### config.mk
export PLATFORM = sky130hd
export DESIGN_NAME = vga_seg_overlay
export DESIGN_NICKNAME = d
export VERILOG_FILES = /design/src/rtl/vga_overlay_pkg.sv /design/src/rtl/seg_digit_hit.sv /design/src/rtl/vga_seg_overlay.sv
export SDC_FILE = /design/constraint.sdc
export NUM_CORES = 1
export LEC_CHECK = 0
export ABC_CLOCK_PERIOD_IN_PS = 5800
export BUFFER_PORTS_ARGS = -buffer_cell sky130_fd_sc_hd__buf_2
export CORE_ASPECT_RATIO = 1.1
export CORE_MARGIN = 1
export CORE_UTILIZATION = 60
export CTS_CLUSTER_SIZE = 40
export DETAILED_ROUTE_END_ITERATION = 8
export PLACE_DENSITY = 0.82
export SLEW_MARGIN = 20
export SYNTH_ARGS = -nofsm -noshare
export SYNTH_HDL_FRONTEND = slang
export SYNTH_HIERARCHICAL = 1
export SYNTH_SLANG_ARGS = --single-unit
### constraint.sdc
create_clock -name iVGA_CLK -period 5.8 [get_ports iVGA_CLK]
set_input_delay 1.45 -clock iVGA_CLK [delete_from_list [all_inputs] [get_ports iVGA_CLK]]
set_output_delay 1.45 -clock iVGA_CLK [all_outputs]
set_load 0.005 [all_outputs]
### src/rtl/vga_overlay_pkg.sv
// Shared constants and geometry helper for the seven-segment / cursor
// overlay stage.
//   SEG_A..SEG_G : bit positions of the segments inside a 7-bit enable field
//   BGR_*        : field slices of a packed 24-bit BGR pixel
//   BTN_*        : bit positions inside the packed button vector
//   segHits()    : per-segment hit mask for a pixel at (dx, dy) relative
//                  to a digit origin
package vga_overlay_pkg;

    localparam int SEG_A = 0;
    localparam int SEG_B = 1;
    localparam int SEG_C = 2;
    localparam int SEG_D = 3;
    localparam int SEG_E = 4;
    localparam int SEG_F = 5;
    localparam int SEG_G = 6;

    localparam int BGR_B_MSB = 23;
    localparam int BGR_B_LSB = 16;
    localparam int BGR_G_MSB = 15;
    localparam int BGR_G_LSB = 8;
    localparam int BGR_R_MSB = 7;
    localparam int BGR_R_LSB = 0;

    localparam int BTN_LEFT  = 0;
    localparam int BTN_RIGHT = 1;
    localparam int BTN_UP    = 2;
    localparam int BTN_DOWN  = 3;

    function automatic logic inRange(input int v, input int lo, input int hi);
        return (v >= lo) && (v <= hi);
    endfunction

    // Bounds are inclusive. Negative dx/dy (pixel left of / above the
    // origin) never hits because every lower bound is >= 0.
    function automatic logic [6:0] segHits(input int dx, input int dy,
                                           input int l, input int s, input int g);
        int t;
        logic [6:0] h;
        t = s + g;
        h = '0;
        h[SEG_A] = inRange(dy, 0, s)                         && inRange(dx, 0, l + g + s);
        h[SEG_B] = inRange(dy, t, t + l)                     && inRange(dx, l + g, l + g + s);
        h[SEG_C] = inRange(dy, t + g + l, t + g + 2*l)       && inRange(dx, l + g, l + g + s);
        h[SEG_D] = inRange(dy, t + 2*g + 2*l, 2*s + 3*g + 2*l) && inRange(dx, 0, l + g + s);
        h[SEG_E] = inRange(dy, t + g + l, t + g + 2*l)       && inRange(dx, 0, s);
        h[SEG_F] = inRange(dy, t, t + l)                     && inRange(dx, 0, s);
        h[SEG_G] = inRange(dy, t + l, t + l + s)             && inRange(dx, t, l);
        return h;
    endfunction

endpackage

### src/rtl/seg_digit_hit.sv
// Combinational hit test for one seven-segment digit.
//   iX, iY   : current pixel position
//   iSegN    : segment enables, active-low, bit 0..6 = a..g
//   oHit     : pixel lies on an enabled segment of this digit
module seg_digit_hit
    import vga_overlay_pkg::*;
#(
    parameter int ORG_X = 100,
    parameter int ORG_Y = 15,
    parameter int SEG_L = 60,
    parameter int SEG_S = 6,
    parameter int SEG_G = 3
) (
    input  logic [9:0] iX,
    input  logic [8:0] iY,
    input  logic [6:0] iSegN,
    output logic       oHit
);

    logic [6:0] hits;

    always_comb begin
        hits = segHits(int'(iX) - ORG_X, int'(iY) - ORG_Y, SEG_L, SEG_S, SEG_G);
        oHit = |(hits & ~iSegN);
    end

endmodule

### src/rtl/vga_seg_overlay.sv
// Overlay stage between the palette lookup and the VGA DAC: draws
// NUM_DIGITS seven-segment digits and a button-driven square cursor over
// the background pixel stream, with one register stage of latency.
// Optional build macro SEG_BLINK_EN adds iBLINK and a frame counter that
// blanks flagged digits for 32 of every 64 frames.
//   iVGA_CLK, iRST_n            : pixel clock, async active-low reset
//   iBLANK_n, iHS, iVS, iBGR    : incoming video, syncs active-low
//   iSEG                        : 7 active-low segment enables per digit
//   iBLINK (SEG_BLINK_EN only)  : per-digit blink enable
//   mLeft/mRight/mUp/mDown      : async active-low buttons
//   oBLANK_n, oHS, oVS          : syncs delayed one cycle
//   b_data, g_data, r_data      : output colour
//   oCUR_X, oCUR_Y              : cursor top-left position
module vga_seg_overlay
    import vga_overlay_pkg::*;
#(
    parameter int          H_ACT      = 640,
    parameter int          V_ACT      = 480,
    parameter int          NUM_DIGITS = 4,
    parameter int          DIG_X0     = 100,
    parameter int          DIG_Y0     = 15,
    parameter int          DIG_PITCH  = 90,
    parameter int          SEG_L      = 60,
    parameter int          SEG_S      = 6,
    parameter int          SEG_G      = 3,
    parameter logic [23:0] SEG_BGR    = 24'h000000,
    parameter int          CUR_SIZE   = 50,
    parameter int          CUR_X0     = 40,
    parameter int          CUR_Y0     = 1,
    parameter int          CUR_STEP   = 2,
    parameter logic [23:0] CUR_BGR    = 24'h00FF00
) (
    input  logic                    iVGA_CLK,
    input  logic                    iRST_n,
    input  logic                    iBLANK_n,
    input  logic                    iHS,
    input  logic                    iVS,
    input  logic [23:0]             iBGR,
    input  logic [7*NUM_DIGITS-1:0] iSEG,
`ifdef SEG_BLINK_EN
    input  logic [NUM_DIGITS-1:0]   iBLINK,
`endif
    input  logic                    mLeft,
    input  logic                    mRight,
    input  logic                    mUp,
    input  logic                    mDown,
    output logic                    oBLANK_n,
    output logic                    oHS,
    output logic                    oVS,
    output logic [7:0]              b_data,
    output logic [7:0]              g_data,
    output logic [7:0]              r_data,
    output logic [9:0]              oCUR_X,
    output logic [8:0]              oCUR_Y
);

    logic [9:0] x;
    logic [8:0] y;
    logic       blankPrev;
    logic       vsPrev;
    logic       vsFall;
    logic       aligned;
    logic [3:0] btnMeta;
    logic [3:0] btnSync;
    logic [3:0] pressed;
    logic [9:0] curX;
    logic [8:0] curY;
    logic signed [10:0] stepX, stepY, nextX, nextY;
    logic [10:0] curXEnd;
    logic [9:0]  curYEnd;
    logic        curHit;
    logic [NUM_DIGITS-1:0] digHit;
    logic [NUM_DIGITS-1:0] digEn;
    logic        segAny;
    logic        vld_p0;
    logic [23:0] colour_p0;

    function automatic logic [9:0] satX(input logic signed [10:0] v);
        if (v < 11'sd0)
            return '0;
        if (v > 11'(H_ACT - CUR_SIZE))
            return 10'(H_ACT - CUR_SIZE);
        return v[9:0];
    endfunction

    function automatic logic [8:0] satY(input logic signed [10:0] v);
        if (v < 11'sd0)
            return '0;
        if (v > 11'(V_ACT - CUR_SIZE))
            return 9'(V_ACT - CUR_SIZE);
        return v[8:0];
    endfunction

    assign vsFall = vsPrev & ~iVS;

    // Position counters. 'aligned' stays low after a reset until a vsync
    // has re-zeroed y, so a mid-frame reset never draws at wrong rows.
    always_ff @(posedge iVGA_CLK or negedge iRST_n) begin
        if (!iRST_n) begin
            x         <= '0;
            y         <= '0;
            blankPrev <= 1'b0;
            vsPrev    <= 1'b1;
            aligned   <= 1'b0;
        end else begin
            blankPrev <= iBLANK_n;
            vsPrev    <= iVS;
            if (!iVS) begin
                x       <= '0;
                y       <= '0;
                aligned <= 1'b1;
            end else begin
                x <= iBLANK_n ? x + 10'd1 : '0;
                if (blankPrev && !iBLANK_n)
                    y <= y + 9'd1;
            end
        end
    end

    // Two-flop synchroniser; released buttons read as 1.
    always_ff @(posedge iVGA_CLK or negedge iRST_n) begin
        if (!iRST_n) begin
            btnMeta <= '1;
            btnSync <= '1;
        end else begin
            btnMeta <= {mDown, mUp, mRight, mLeft};
            btnSync <= btnMeta;
        end
    end

    assign pressed = ~btnSync;

    // Opposing buttons cancel.
    always_comb begin
        stepX = '0;
        stepY = '0;
        if (pressed[BTN_RIGHT] && !pressed[BTN_LEFT])
            stepX = 11'(CUR_STEP);
        else if (pressed[BTN_LEFT] && !pressed[BTN_RIGHT])
            stepX = 11'(-CUR_STEP);
        if (pressed[BTN_DOWN] && !pressed[BTN_UP])
            stepY = 11'(CUR_STEP);
        else if (pressed[BTN_UP] && !pressed[BTN_DOWN])
            stepY = 11'(-CUR_STEP);
        nextX = $signed({1'b0, curX}) + stepX;
        nextY = $signed({2'b00, curY}) + stepY;
    end

    // Cursor moves only on the first vsync-low cycle of each frame.
    always_ff @(posedge iVGA_CLK or negedge iRST_n) begin
        if (!iRST_n) begin
            curX <= 10'(CUR_X0);
            curY <= 9'(CUR_Y0);
        end else if (vsFall) begin
            curX <= satX(nextX);
            curY <= satY(nextY);
        end
    end

    assign oCUR_X = curX;
    assign oCUR_Y = curY;

`ifdef SEG_BLINK_EN
    logic [7:0] frameCnt;

    always_ff @(posedge iVGA_CLK or negedge iRST_n) begin
        if (!iRST_n)
            frameCnt <= '0;
        else if (vsFall)
            frameCnt <= frameCnt + 8'd1;
    end

    assign digEn = ~(iBLINK & {NUM_DIGITS{frameCnt[5]}});
`else
    assign digEn = '1;
`endif

    for (genvar i = 0; i < NUM_DIGITS; i++) begin : gDigit
        seg_digit_hit #(
            .ORG_X (DIG_X0 + i*DIG_PITCH),
            .ORG_Y (DIG_Y0),
            .SEG_L (SEG_L),
            .SEG_S (SEG_S),
            .SEG_G (SEG_G)
        ) uHit (
            .iX    (x),
            .iY    (y),
            .iSegN (iSEG[7*i +: 7]),
            .oHit  (digHit[i])
        );
    end

    // All digits share one colour, so OR-ing the hits is equivalent to
    // letting the lowest index win.
    always_comb begin
        curXEnd   = {1'b0, curX} + 11'(CUR_SIZE - 1);
        curYEnd   = {1'b0, curY} + 10'(CUR_SIZE - 1);
        curHit    = (x >= curX) && ({1'b0, x} <= curXEnd) &&
                    (y >= curY) && ({1'b0, y} <= curYEnd);
        segAny    = |(digHit & digEn);
        vld_p0    = iBLANK_n & aligned;
        colour_p0 = iBGR;
        if (segAny)
            colour_p0 = SEG_BGR;
        if (curHit)
            colour_p0 = CUR_BGR;
        if (!vld_p0)
            colour_p0 = '0;
    end

    // ---- stage p0 -> output register ----
    always_ff @(posedge iVGA_CLK or negedge iRST_n) begin
        if (!iRST_n) begin
            oBLANK_n <= 1'b0;
            oHS      <= 1'b1;
            oVS      <= 1'b1;
            b_data   <= '0;
            g_data   <= '0;
            r_data   <= '0;
        end else begin
            oBLANK_n <= iBLANK_n;
            oHS      <= iHS;
            oVS      <= iVS;
            b_data   <= colour_p0[BGR_B_MSB:BGR_B_LSB];
            g_data   <= colour_p0[BGR_G_MSB:BGR_G_LSB];
            r_data   <= colour_p0[BGR_R_MSB:BGR_R_LSB];
        end
    end

endmodule

; After elaboration in Yosys (flattened, before gate mapping)
; Cells that the tools add are included.
[op_classes]
n_addsub = 11
magnitude_cmp = 42
n_eq_ne = 1
n_mux = 29
n_bitwise = 12
n_reduce_logical = 63
[ops]
columns = cell, n
row1 = $le 32x8->1 const B, 6
row2 = $ge 32x1->1 const B, 5
row3 = $ge 32x5->1 const B, 5
row4 = $le 32x4->1 const B, 5
row5 = $ge 32x7->1 const B, 4
row6 = $le 32x7->1 const B, 4
row7 = $mux 24, 3
row8 = $ge 32x8->1 const B, 2
row9 = $le 32x9->1 const B, 2
row10 = $mux 10, 6
row11 = $logic_and 1x1->1, 57
row12 = $mux 9, 6
row13 = $mux 11, 4
row14 = $ge 32x9->1 const B, 1
row15 = $and 7x7->7, 4
row16 = $not 7->7, 4
row17 = $reduce_or 28->1, 1
row18 = $lt 11x1->1 const B, 2
row19 = $sub 10x9->11 const B, 2
row20 = $add 10x11->11, 1
row21 = $add 10x6->11 const B, 1
row22 = $add 11x11->11, 1
row23 = $gt 11x10->1 const B, 1
row24 = $gt 11x11->1 const B, 1
row25 = other kinds (16), 30
[word_totals]
regBits = 74
input_bits = 61
output_inout_bits = 46
elab_cells = 171

; Depth between registers and ports, before layout
; Gate-level depths: netlist of run 1.
[logic_depth]
ltp_word = 13
depth_mapped = 16
ltp_nobuf = 13

; Modules after synthesis
; The synthesis of run 1 kept the hierarchy.
[by_module_without_submodules]
columns = mod, instances, cells_each, area_per_inst_um2
row1 = vga_seg_overlay, 1, 562, 5233.8
row2 = seg_digit_hit at gDigit[1].uHit, 1, 170, 1119.8
row3 = seg_digit_hit at gDigit[3].uHit, 1, 151, 1054.8
row4 = seg_digit_hit at gDigit[2].uHit, 1, 150, 1018.5
row5 = seg_digit_hit at gDigit[0].uHit, 1, 135, 945.9

; Worst setup path after synthesis of run 1
; OpenSTA, ideal clock, no wires.
[synth_timing]
path_kind = flip-flop to flip-flop
from = register x[1]
to = register b_data[7]
setup_time_ns = 0.071
arrival_time_ns = 3.607
required_time_ns = 5.729
slack_ns = 2.122
stages_incl_launch_ff = 17
period_less_slack_ns = 3.678
path_cell_list = dfrtp_1 clkbuf_1 inv_1 ha_1 nand2b_1 o32a_1 nor4b_1 a2111oi_0 o2111a_1 a211oi_1 o31ai_2 nor4_1 and3_1 clkbuf_1 clkbuf_1 nand2_1 nor2_1
[synth_via]
elab_chain_len = 9
word_cells_on_any_way = 85
classes_between = add/sub (4) / order compare (26) / mux (3) / bitwise (4) / reduce/logical (48)
[synth_rtl]
columns = item, line_no
row1 = "start, declared", vga_seg_overlay.sv:57  ; logic [9:0] x;
row2 = "start signal, assigned", vga_seg_overlay.sv:113  ; x <= iBLANK_n ? x + 10'd1 : '0;
row3 = $sub 10x7->11 (tied with other cells), seg_digit_hit.sv:23  ; hits = segHits(int'(iX) - ORG_X, int'(iY) - ORG_Y, SEG_L, SEG_S, SEG_G);
row4 = $ge 32x1->1 (tied with other cells), vga_overlay_pkg.sv:31  ; return (v >= lo) && (v <= hi);
row5 = $logic_and 1x1->1, vga_overlay_pkg.sv:31
row6 = $logic_and 1x1->1 (tied with other cells), vga_overlay_pkg.sv:42  ; h[SEG_A] = inRange(dy, 0, s) && inRange(dx, 0, l + g + s);
row7 = $and 7x7->7, seg_digit_hit.sv:24  ; oHit = |(hits & ~iSegN);
row8 = $reduce_or 28->1, vga_seg_overlay.sv:200  ; segAny = |(digHit & digEn);
row9 = $mux 24, vga_seg_overlay.sv:203  ; if (segAny)
row10 = $mux 24 *, vga_seg_overlay.sv:205  ; if (curHit)
row11 = $mux 24 *, vga_seg_overlay.sv:207  ; if (!vld_p0)
row12 = named net colour_p0[23], vga_seg_overlay.sv:76  ; logic [23:0] colour_p0;
row13 = "end signal, assigned", vga_seg_overlay.sv:224  ; b_data <= colour_p0[BGR_B_MSB:BGR_B_LSB];
row14 = "end, declared", vga_seg_overlay.sv:50  ; output logic [7:0] b_data,
; The timed path passes the listed nets; every way through them passes the cells marked *.
; A chain may end at the register's enable or synchronous reset.

; Worst setup path after layout of run 1
[layout_timing]
from = register y[0]
to = register b_data[2]
[layout_via]
elab_chain_len = 9
word_cells_on_any_way = 56
classes_between = add/sub (1) / order compare (12) / mux (3) / bitwise (4) / reduce/logical (36)
[layout_rtl]
columns = item, line_no
row1 = "start, declared", vga_seg_overlay.sv:58  ; logic [8:0] y;
row2 = "start signal, assigned", vga_seg_overlay.sv:115  ; y <= y + 9'd1;
row3 = $sub 9x4->10, seg_digit_hit.sv:23
row4 = $ge 32x1->1 (tied with other cells), vga_overlay_pkg.sv:31
row5 = $logic_and 1x1->1, vga_overlay_pkg.sv:31
row6 = $logic_and 1x1->1 (tied with other cells), vga_overlay_pkg.sv:42
row7 = $and 7x7->7, seg_digit_hit.sv:24
row8 = $reduce_or 28->1, vga_seg_overlay.sv:200
row9 = $mux 24, vga_seg_overlay.sv:203
row10 = $mux 24 *, vga_seg_overlay.sv:205
row11 = $mux 24 *, vga_seg_overlay.sv:207
row12 = named net colour_p0[18], vga_seg_overlay.sv:76
; Marks and branches as above.

==> out/qor.txt, run 1 <==
Outcome: complete, no violations
Pre-Repair DR Iteration Count: 5
Site Rows: 47
Period utilization: 79.3%
Post-synthesis mux area share: 1.24%
Largest family of logic cells by synthesized area: compound AO/OA/AOI/OAI gates
Worst clock skew: 0.00539 ns
Critical-path maximum fanout: 36
Final worst slack: 1.20 ns
Area Growth Syn to Fin: 8.92%
Clk root buf: clkbuf_16
CP Capture Type: flop
Final Hold Vio Count: 0
R2r worst-path depth: 11
Crit Path Class: flop to flop
Count of different cell masters after synthesis: 121
HPWL after detailed placement: 17,400 um
Unrepaired setup endpoints after global routing: no
Skew-Pair Late Insertion Delay: 0.34 ns
First-pass GRT wire length: 40,000 um
Slew HR: 26.5%
Share of cells above drive strength 1: 16.7%
Cell count after synthesis: 1,168
Post-synth EDFFs: 0
Synth Area in XOR/XNOR: 6.34%
Synth warnings: 6
TritonCTS clock tree: built
Gp weighted congestion: 0.923
R2r setup slk: 1.20 ns
Cts bufs inserted: 9
Detailed Route Iter0 Violations: 716
Slowest stage cell on the critical path: dfrtp_1
Synth Area in Compound Gates: 27.9%
Asr flop ratio synth: 100%
Critical register-to-register path startpoint: y[0]
Congestion Overflow GR: 0
Finished Cell Area: 10,200 um^2
Pwr/cell area: 238 nW/um^2
Max-cap violations: 0
Commonest cells after routing, fill and taps aside: buf_2 (104), nand2_1 (96), ha_1 (81)
DR WL/cell: 17.1 um
Core Util, Final: 67.3%
Critical path buffers and inverters: 0
Filler instances: 1,256
Top FF cell, synth: dfrtp_1
Largest net degree at the start of global routing: 74
Synth Register Bits: 73
Most used cell, CP: nor2_1
Delay-heaviest family, CP: simple AND/OR/NAND/NOR gates
CP arrival: 4.86 ns
Count of port buffers added during placement: 105
Tmin final: 4.60 ns
Initial core utilization: 61.8%
# DRC: 0
Mapped Avg Cell Area: 8.02 um^2
Least-Margin Pin Slew: 1.10 ns
Die area: 16,100 um^2
WHS: 0.355 ns
Routed wire length: 24,400 um
Startpoint types: flop
Syn Nets: 1,310
Leakage: 4.41 nW
Post-Synth Simple-Gate Area: 27.7%
Seq/Total Area, Yosys: 19.7%
Number of gates resized after cts: 0
TNS Setup: 0 ns
Ports: 107
Clock buffer depth: 2
Worst slack, placed: 1.29 ns
Antenna viol nets, final: 0
NumNets Final: 1,367
WHS Path Cells: 0
Worst hold path type: flop to flop
Clk slew on worst S/H paths: 0.06 ns
Hold_buf cts: 0
Die X: 121 um
Sinks on Clock Net: 73
CP cell instances: ha_1 -> nand3_1 -> o31a_1 -> nor2_1 -> a31o_2 -> a21oi_1 -> a211o_1 -> nor4_1 -> and3_1 -> nand2_1 -> nor2_1
Initial antenna violation count: 2
VDD IR max: 0.270 mV
GRT Util Overall: 30.2%
CP peak stage delay: 1.07 ns
Worst Hold Path EP: btnSync[2]
Min-delay src: btnMeta[2]
Htree depth: 3
Core area: 15,200 um^2
Number of global-route vias before repair: 8,315
Post-synth top area cell: dfrtp_1
RR Endpoint: b_data[2]
Die H: 133 um
Final slew viol count: 0
Yosys top cell area share: 16.0%
Area contributors post-synth: dfrtp_1 (16%), ha_1 (11%), xnor2_1 (4.2%)
Dpl cell area: 9880 um^2
ANT cells: 0
Commonest non-fill, non-tap cell in the layout: buf_2
CP required: 6.06 ns
Vias per cell: 6.51
Final setup violation count: 0
Total setup buffers inserted after CTS: 0
Fmax: 217 MHz
Via total after detailed routing: 9,279
Netlist Area Pre-Place: 9370 um^2
Adder-cell share of the synthesized area: 10.8%
[kinds of logic after synthesis]
family / Yosys count
AO/OA/AOI/OAI: 344
AND/OR/NAND/NOR: 459
buffers and inverters: 132
other: 1
XOR/XNOR: 67
adder cells (fa/ha/maj): 81
multiplexers: 11
flip-flops: 73
[metrics by stage]
stage	power (mW)	cells
2_1_floorplan	1.55	1168
3_3_place_gp	1.76	1410
3_5_place_dp	1.80	1410
4_1_cts	2.43	1426
5_1_grt	2.59	1426
6_report	2.43	1426
[synthesized netlist by cell type, drive strengths merged (20+ instances only)]
master	number
nand3	44
and3	20
o21ai	56
clkbuf	33
buf	39
and2	22
ha	81
a21oi	54
dfrtp	60
nor3	31
nand2b	26
inv	57
xor2	21
nand2	97
nand4	22
xnor2	46
nor2	78
[layer usage]
| metal | vias up | wire, um | part of all wire (%) | GRT usage (%) |
|---|---|---|---|---|
| li1 | 4505 | - | - | - |
| met1 | 4347 | 10400 | 43 | 39.7 |
| met2 | 362 | 11700 | 48 | 50.1 |
| met3 | 61 | 1550 | 6.3 | 3.62 |
| met4 | 4 | 748 | 3.1 | 12.3 |
| met5 | - | 35 | 0.14 | 0 |
[cell type report]
| class | instances | area (um^2) | share of cell area [%] |
|---|---|---|---|
| clock inverters | 7 | 103 | 1.01 |
| flip-flops and latches | 73 | 1850 | 18.1 |
| repair buffers | 118 | 626 | 6.13 |
| well taps | 196 | 245 | 2.40 |
| clock buffers | 9 | 225 | 2.21 |
| inverters | 60 | 225 | 2.21 |
| multi-input cells | 963 | 6940 | 68.0 |
[worst reg2reg max path, cell delays in order, from the launching register on]
cell     delay (ns)
dfrtp_1        1.07
ha_1           0.51
nand3_1        0.26
o31a_1         0.44
nor2_1         0.23
a31o_2         0.20
a21oi_1        0.06
a211o_1        0.32
nor4_1         0.37
and3_1         0.79
nand2_1        0.15
nor2_1         0.12
[sequential cells by signal, summed over array words and instances (netlist names)]
register  cells
aligned       1
b_data        8
btnMeta       4
btnSync       4
g_data        8
oBLANK_n      1
oCUR_X        9
oCUR_Y        9
oHS           1
oVS           1
r_data        8
x            10
y             9
[how the worst max path moves through the flow]
stage | from | to | depth (start not counted)
2_1_floorplan | x[1] | b_data[7] | 16
3_3_place_gp | y[0] | b_data[3] | 11
3_5_place_dp | y[0] | b_data[4] | 11
4_1_cts | y[0] | b_data[2] | 11
5_1_grt | y[0] | b_data[2] | 11
6_report | y[0] | b_data[2] | 11
[power by group]
part,total (mW),internal [mW],switching (mW)
Clock,0.617,0.382,0.235
Sequential,0.784,0.585,0.199
Combinational,1.03,0.468,0.562
Total,2.43,1.44,0.995
No activity file was read; power rests on OpenSTA's default activity.
==> inputs of run 2 (changes only) <==
- ABC_AREA: unset -> 1
- ABC_CLOCK_PERIOD_IN_PS: 5800 -> 4100
- CORE_UTILIZATION: 60 -> 55
- PLACE_DENSITY: 0.82 -> 0.79
- clock period: 5.8 -> 4.1 ns (I/O delays scaled with it)
==> run 2 against run 1 <==
Against the previous run: worst setup slack got worse by 0.53 ns; critical path depth is 10 higher; highest routed layer is now met4; sequential cell count unchanged; utilization down 4.4 points; largest cell class unchanged; synthesized cell count increased by 36%; cell count rose by 37%; via count rose by 9.8%; die area grew 12%; clock power increased by 18%.
==> out/qor.txt, run 2 <==
Unrepaired setup endpoints after global routing: no
Sinks on Clock Net: 73
Vias per cell: 5.23
Commonest cells after routing, fill and taps aside: nand2_1 (492), inv_1 (244), nor2_1 (169)
R2r setup slk: 0.67 ns
Synth cell count leaders: nand2_1 (492), inv_1 (244), nor2_1 (169), nand3_1 (149), ha_1 (81)
Area contributors post-synth: nand2_1 (19%), dfrtp_1 (16%), ha_1 (11%)
Number of gates resized after cts: 0
R2r worst-path depth: 21
WHS Path Cells: 0
Detailed Route Iter0 Violations: 595
Filler instances: 1,623
Worst clock skew: 0.00618 ns
Crit Path Class: flop to flop
Register share of total power: 32.7%
Ports: 107
Cts bufs inserted: 9
Sw frac: 42.2%
Commonest non-fill, non-tap cell in the layout: nand2_1
Critical-path maximum fanout: 16
Largest net degree at the start of global routing: 74
GRT Util Overall: 28.0%
ANT cells: 0
Clock buffer depth: 2
Clock Power Share: 24.8%
Final setup violation count: 0
Routed wire length: 24,500 um
Placed Cells: 1,932
WL met2: 12,100 um
Core Util, Final: 62.9%
Number of global-route vias before repair: 9,508
TritonCTS clock tree: built
Final Hold Vio Count: 0
Post-Synth Simple-Gate Area: 49.9%
Synth Area in Compound Gates: 6.88%
Period utilization: 83.6%
Critical register-to-register path startpoint: y[0]
Worst hold path type: flop to flop
M1 WL: 10,800 um
Most common cell in the synthesized netlist: nand2_1
Count of port buffers added during placement: 105
Tmin final: 3.43 ns
Site Rows: 50
Top sig layer: met4
Adder-cell share of the synthesized area: 10.6%
# DRC: 0
VDD IR max: 0.338 mV
Least-Margin Pin Slew: 0.932 ns
Wire length on met3: 900 um
Comb pwr share: 42.5%
Initial antenna violation count: 0
Worst Hold Path EP: btnSync[1]
Slew HR: 37.9%
Via total after detailed routing: 10,200
Synth Area in XOR/XNOR: 1.91%
Reg with most FFs: x
Yosys top cell area share: 19.2%
Final slew viol count: 0
Clk root buf: clkbuf_16
Gp weighted congestion: 0.908
NumNets Final: 1,851
Max reg flops: 10
Asr flop ratio synth: 100%
CP arrival: 3.70 ns
Htree depth: 3
Initial core utilization: 56.2%
Largest family of logic cells by synthesized area: simple AND/OR/NAND/NOR gates
Clk slew on worst S/H paths: 0.06 ns
Total setup buffers inserted after CTS: 0
Count of different cell masters after synthesis: 57
Min-delay src: btnMeta[1]
Pre-Repair DR Iteration Count: 5
Multi-input gate area: 6660 um^2
DR WL/cell: 12.6 um
HPWL after detailed placement: 19,400 um
Top FF cell, synth: dfrtp_1
Leakage: 5.94 nW
Internal: 1.69 mW
Syn Nets: 1,731
Reg area: 1840 um^2
Core area: 17,100 um^2
CP Capture Type: flop
Die area: 18,000 um^2
Hold_buf cts: 0
Post-synth top area cell: nand2_1
Cell count after synthesis: 1,589
Die X: 128 um
First-pass GRT wire length: 41,600 um
Post-synth EDFFs: 0
Area Growth Syn to Fin: 11.8%
Synth Register Bits: 73
Max-cap violations: 0
Startpoint types: flop
TNS Setup: 0 ns
Share of cells above drive strength 1: 16.2%
Fmax: 292 MHz
Synth warnings: 6
Netlist Area Pre-Place: 9610 um^2
Skew-Pair Late Insertion Delay: 0.34 ns
Final cell count without fillers: 1,948
CP required: 4.38 ns
Die H: 141 um
WHS: 0.356 ns
Post-synthesis mux area share: 0%
Seq/Total Area, Yosys: 19.2%
Mapped Avg Cell Area: 6.04 um^2
Sw power: 1.24 mW
Pwr/cell area: 273 nW/um^2
RR Endpoint: r_data[0]
Outcome: complete, no violations
Congestion Overflow GR: 0
Antenna viol nets, final: 0
==> run 2: changes by cell type after synthesis, moves of 28 or more <==
cell | before | now
xnor2_1 | 45 | 6
clkbuf_1 | 32 | 4
nand2_1 | 96 | 492
nand4_1 | 21 | 59
inv_1 | 56 | 244
nand3_1 | 43 | 149
nand2_2 | 1 | 32
nor2_1 | 78 | 169
==> run 2: metal layers <==
layer  track usage (%)  vias to the layer above
met5                 0                        -
met1              33.5                     4578
met2              51.6                      223
met4              10.7                        0
li1                  -                     5330
met3              2.58                       60
==> run 2: worst max-delay path, cell delays in order, from the launching register on <==
cell and delay (ns):
dfrtp_1 0.55, buf_4 0.25, ha_1 0.32, nand3_2 0.17
nand2_1 0.11, nand2_1 0.06, clkinv_1 0.09, nand3_4 0.10
nor2_1 0.15, nand3_1 0.09, nand2_1 0.07, nand2_1 0.07
nand2_1 0.07, nor2_1 0.04, nor2_1 0.11, nand3_1 0.16
nor4_1 0.37, nand2_1 0.13, buf_4 0.22, nor2_1 0.09
nand2_1 0.05, inv_1 0.08
==> run 2: power groups by stage <==
| stage | clock, mW | sequential (mW) | combinational [mW] |
|---|---|---|---|
| after floorplan | 0 | 0.945 | 0.911 |
| after global placement | 0 | 0.969 | 1.20 |
| after detailed placement | 0 | 0.969 | 1.24 |
| after CTS | 0.739 | 0.957 | 1.25 |
| after global routing | 0.766 | 0.974 | 1.43 |
| final | 0.728 | 0.958 | 1.24 |
==> run 2: cells by family after synthesis <==
kind of cell    Yosys count
xor+xnor                 18
compound gates          115
fa+ha+maj                81
other cells               1
buf+inv                 282
flops                    73
simple gates           1019
==> run 2: metrics by stage <==
step,setup slack [ns],cell area [um^2],power (mW)
finish,0.672,10700,2.93
global route,0.235,10700,3.17
CTS,0.623,10700,2.94
detailed placement,0.654,10500,2.21
global placement,0.686,10500,2.17
floorplan,0.822,9610,1.86
==> run 2: layout make-up <==
type	count	area share, %
Multi-Input combinational cell	1234	62.0
Sequential cell	73	17.2
Timing Repair Buffer	123	6.18
Clock buffer	9	2.10
Inverter	268	9.43
Tap cell	234	2.73
Clock inverter	7	0.431
==> run 2: worst max path at each step <==
| stage | from | endpoint | slack (ns) |
|---|---|---|---|
| 3_5_place_dp | y[0] | r_data[7] | 0.65 |
| 6_report | y[0] | r_data[0] | 0.67 |
| 4_1_cts | y[0] | r_data[0] | 0.62 |
| 3_3_place_gp | y[0] | r_data[7] | 0.69 |
| 5_1_grt | y[1] | b_data[3] | 0.23 |
| 2_1_floorplan | y[1] | r_data[5] | 0.82 |
